--- src/rtl/amba3_apb_slave_mem.sv ---
// APB3 slave with a word-addressed storage array, programmable wait states and a
// sticky protocol-violation flag. Higher address bits alias onto the array.
module amba3_apb_slave_mem #(
  parameter int ADDR_SIZE = 32,
  parameter int DATA_SIZE = 32,
  parameter int DEPTH     = 16
) (
  input  logic                 pclk,
  input  logic                 preset_n,
  input  logic [ADDR_SIZE-1:0] paddr,
  input  logic                 psel,
  input  logic                 penable,
  input  logic                 pwrite,
  input  logic [DATA_SIZE-1:0] pwdata,
  input  logic [3:0]           wait_cycles,
  input  logic                 err_clr,
  output logic                 pready,
  output logic [DATA_SIZE-1:0] prdata,
  output logic                 proto_err
);

  localparam int IDX_W = $clog2(DEPTH);

  typedef enum logic {
    IDLE   = 1'b0,
    ACCESS = 1'b1
  } state_t;

  state_t               r_state;
  logic [3:0]           r_cnt;
  logic [ADDR_SIZE-1:0] r_addr;
  logic                 r_write;
  logic [DATA_SIZE-1:0] r_wdata;
  logic                 r_proto_err;
  logic [DATA_SIZE-1:0] r_mem [DEPTH];

  state_t               w_state_nxt;
  logic [3:0]           w_cnt_nxt;
  logic                 w_latch;
  logic                 w_commit;
  logic                 w_err_set;
  logic                 w_pready;
  logic [IDX_W-1:0]     w_idx;
  logic [DATA_SIZE-1:0] w_rdata;

  assign w_idx    = r_addr[IDX_W+1:2];
  assign w_pready = (r_state == ACCESS) && (r_cnt == 4'd0);

  always_comb begin
    // NOTE: every signal gets a default before the case so no path leaves it
    // unassigned; otherwise synthesis infers a latch to hold the old value.
    w_state_nxt = r_state;
    w_cnt_nxt   = r_cnt;
    w_latch     = 1'b0;
    w_commit    = 1'b0;
    w_err_set   = 1'b0;
    case (r_state)
      IDLE: begin
        if (psel && !penable) begin
          w_latch     = 1'b1;
          w_cnt_nxt   = wait_cycles;
          w_state_nxt = ACCESS;
        end else if (psel && penable) begin
          w_err_set = 1'b1;
        end
      end
      ACCESS: begin
        // Requester changed the transfer mid-flight: flag it, keep the latched copy.
        if ((paddr != r_addr) || (pwrite != r_write) || (pwdata != r_wdata)) begin
          w_err_set = 1'b1;
        end
        if (!(psel && penable)) begin
          w_err_set   = 1'b1;
          w_cnt_nxt   = 4'd0;
          w_state_nxt = IDLE;
        end else if (r_cnt != 4'd0) begin
          w_cnt_nxt = r_cnt - 4'd1;
        end else begin
          w_commit    = r_write;
          w_state_nxt = IDLE;
        end
      end
      default: w_state_nxt = IDLE;
    endcase
  end

  // NOTE: sequential state uses non-blocking assignments so every register
  // samples the pre-edge values, independent of statement order.
  always_ff @(posedge pclk or negedge preset_n) begin
    if (!preset_n) begin
      r_state     <= IDLE;
      r_cnt       <= 4'd0;
      r_addr      <= '0;
      r_write     <= 1'b0;
      r_wdata     <= '0;
      r_proto_err <= 1'b0;
    end else begin
      r_state <= w_state_nxt;
      r_cnt   <= w_cnt_nxt;
      if (w_latch) begin
        r_addr  <= paddr;
        r_write <= pwrite;
        r_wdata <= pwdata;
      end
      if (w_err_set) begin
        r_proto_err <= 1'b1;
      end else if (err_clr) begin
        r_proto_err <= 1'b0;
      end
    end
  end

  // NOTE: the array is cleared by reset, so it builds as flops rather than a RAM
  // macro; that is intended for a block this small.
  always_ff @(posedge pclk or negedge preset_n) begin
    if (!preset_n) begin
      for (int i = 0; i < DEPTH; i++) begin
        r_mem[i] <= '0;
      end
    end else if (w_commit) begin
      r_mem[w_idx] <= r_wdata;
    end
  end

  always_comb begin
    w_rdata = '0;
    if (w_pready && !r_write) begin
      w_rdata = r_mem[w_idx];
    end
  end

  assign pready    = w_pready;
  assign prdata    = w_rdata;
  assign proto_err = r_proto_err;

endmodule

--- config.mk ---
export PLATFORM = sky130hd
export DESIGN_NAME = amba3_apb_slave_mem
export DESIGN_NICKNAME = d
export VERILOG_FILES = /design/src/rtl/amba3_apb_slave_mem.sv
export SDC_FILE = /design/constraint.sdc
export NUM_CORES = 1
export LEC_CHECK = 0
export CAP_MARGIN = 20
export CORE_UTILIZATION = 30
export DETAILED_ROUTE_END_ITERATION = 8
export HOLD_SLACK_MARGIN = 0.02
export MAX_ROUTING_LAYER = met4
export SYNTH_ARGS = -nofsm -noshare
export SYNTH_HDL_FRONTEND = slang
export SYNTH_SLANG_ARGS = --single-unit
--- constraint.sdc ---
create_clock -name pclk -period 3.4 [get_ports pclk]
set_input_delay 0.68 -clock pclk [delete_from_list [all_inputs] [get_ports pclk]]
set_output_delay 0.68 -clock pclk [all_outputs]
set_load 0.05 [all_outputs]
==> results.cfg <==
[routing]
first_pass_iters = 5
drc_errors = 0
vias_per_cell = 4.99
routedWlPerCell_um = 23.7
ant_nets = 0
via_count = 15000
wl_mm = 70.9
drt_iter0_drc = 841

[logic_synthesis]
yosys-top-cells-area = dfrtp_1, mux2_1, mux4_2
synth.distinct_cells = 31
synth_area_um2 = 26700
syn_inst = 1666
avgSynthCellArea_um2 = 16.0
syn_nets = 1741
ys_warn_count = 0
synth_top_cell_by_area = dfrtp_1
ys_seq_elements = 583
synth_top_area_share = 0.547
yosysSeqAreaShare = 0.547

[placed_design]
gp_congestion = 0.759
place_inst = 2856
hpwl_mm = 45.5
portBuffers = 107
dpl_worst_slack_ns = 0.235

[outcome]
outcome = complete, but fails checks
violations = negative setup slack

[critical_path]
r2r_start = r_cnt[0]
ff2ff_path_depth = 8
reg2reg_slack_ns = 0.70
cp.required_ns = 2.72
startpoint_type = register
critPathCaptureType = output pin
setup.worst_path.class = register to output pin
cp.arrival_ns = 2.90
reg2reg_to = r_mem[94]
path_max_fanout = 8

[global_routing]
use_met1 = 0.232
grt_pass1_vias = 16600
antenna_found_initial = 1
grt_max_degree = 83
met3_usage = 0.0242
grt-busiest-layer = met2
use_met2 = 0.259
grt_pass1_wl_mm = 109
globalRoute.totalOverflow = 0
grtUsageTotal = 0.167

[finish]
drive_above_1_share = 0.332
num-nets-final = 1852
num-fill-cells = 8233
syn2layout_area_growth_pct = 20.6
final_cell_count_no_fill = 2994

[power_and_ir_drop]
powerDensity_nw_per_um2 = 531
ir_drop_v = 0.000513
p_leak_nw = 15.3

[clock_network]
cts_num_sinks = 583
h-tree-depth = 2
cts.clk_slew.worst_paths_ns = 0.07
cts_hold_buf = 0
cts_tree = yes
worstSkewPairLatency_ns = 0.63
cts_buffers = 59
cts_root_buf = clkbuf_16
cts_buffer_depth = 3

[timing]
setup_viol = 28
whs_ns = 0.102
maxClockFrequency_ghz = 0.280
drv_slew = 0
worst_pin_slew_ns = 0.832
period_share = 1.05
finalCriticalPeriod_ns = 3.58
max-slew-margin-rel = 0.443
worst_slack_ns = -0.176
hold_viol = 0
setup-tns-final_ns = -2.65
rsz0062_at_grt = yes
finalClockSkew_ns = 0.0224

[die]
fp.dieW_um = 300
floorplan.initialDensity = 0.302
die_h_um = 300
num_rows = 109
core_um2 = 88200
die_area_um2 = 90200
io_pins = 108

[hold_path]
hold_path.class = input pin to async pin

[job]
drv_cap = 0
-- area by class of cell --
| cell class | count | area (µm²) | area share |
|---|---|---|---|
| Inverter | 4 | 15.0 | 0.000466 |
| Timing Repair Buffer | 214 | 2450 | 0.0763 |
| Tap cell | 1165 | 1460 | 0.0453 |
| Clock buffer | 79 | 1680 | 0.0523 |
| Antenna cell | 1 | 2.50 | 0.0000777 |
| Clock inverter | 33 | 470 | 0.0146 |
| Multi-Input combinational cell | 915 | 11500 | 0.357 |
| Sequential cell | 583 | 14600 | 0.454 |
-- state kept, by name, summed over array words and instances, names as in the netlist --
signal and flops:
r_state 1, r_cnt 4, r_addr 32, r_mem 512, r_wdata 32, r_write 1
proto_err 1
-- power breakdown --
part | switching [mW] | internal (mW) | total (mW) | leakage, nW
Combinational | 1.04 | 1.09 | 2.13 | 6.26
Sequential | 0.584 | 7.23 | 7.81 | 7.98
Clock | 2.85 | 4.31 | 7.16 | 1.05
-- Yosys cell counts --
cell	n
a211oi_1	1
a21boi_0	1
a21oi_1	7
and3_1	4
and4bb_2	1
buf_1	9
buf_2	54
buf_4	15
buf_6	1
clkbuf_1	85
dfrtp_1	583
ha_1	1
inv_1	4
mux2_1	413
mux2_2	164
mux4_2	160
nand2_1	13
nand2b_1	3
nand3_1	3
nand4_1	6
nor2_1	7
nor2b_1	37
nor3_1	4
nor3_2	2
nor3b_2	2
nor4_1	14
o21ai_0	5
o21bai_1	1
or3_1	1
xnor2_1	7
xor2_1	58
-- cell usage in the layout (no fill, tap or decap), drive strengths merged, types with 6 or more instances in the layout --
master         Yosys  layout
dfrtp            583     583
mux2             577     577
mux4             160     160
buf               79     140
clkbuf            85      79
clkdlybuf4s50      0      74
xor2              58      58
nor2b             37      37
clkinv             0      15
nor4              14      14
nand2             13      13
bufinv             0      11
a21oi              7       7
xnor2              7       7
nor2               7       7
nand4              6       6
clkinvlp           0       6
nor3               6       6
-- stage by stage --
step	instance area, µm²	total power, mW	util
after global routing	32200	17.8	0.365
final	32200	17.1	0.365
after global placement	29500	9.81	0.334
after CTS	32100	17.3	0.364
after detailed placement	29500	9.88	0.334
after floorplan	26700	8.91	-
-- worst max-delay path, cell delays in order (launching register included) --
cell and delay [ns]:
dfrtp_4 0.46, buf_12 0.17, buf_16 0.14, buf_12 0.14
mux4_2 0.50, mux4_2 0.53, nor2b_4 0.16, buf_8 0.15
-- layer usage --
metal / part of all wire / routed length (µm)
met1: 0.46 / 32900
met2: 0.47 / 33500
met3: 0.047 / 3340
met4: 0.016 / 1160
met5: 0 / 0
-- worst max path at each step --
stage          startpoint         end  depth (start not counted)
4_1_cts         r_addr[2]  prdata[15]                          6
2_1_floorplan    r_cnt[0]   prdata[0]                          6
3_3_place_gp         psel  r_mem[171]                          7
3_5_place_dp         psel  r_mem[169]                          7
5_1_grt         r_addr[2]  prdata[26]                          7
6_report        r_addr[2]  prdata[26]                          7
-- cell families after synthesis --
group / count (synthesis) / share of synthesized area
adder cells (fa/ha/maj): 1 / 0.000469
XOR/XNOR: 65 / 0.0213
AO/OA/AOI/OAI: 15 / 0.00309
buffers and inverters: 168 / 0.0285
flip-flops: 583 / 0.547
multiplexers: 737 / 0.378
AND/OR/NAND/NOR: 97 / 0.0215
-- timing repair --
| item | 4_1_cts | 5_1_grt |
|---|---|---|
| cloned | 5 | 0 |
| gates resized for setup | 49 | 26 |
| setup buffers | 19 | 4 |
| endpoints found under the setup margin | 32 | 32 |
(Power assumes the default switching activity.)
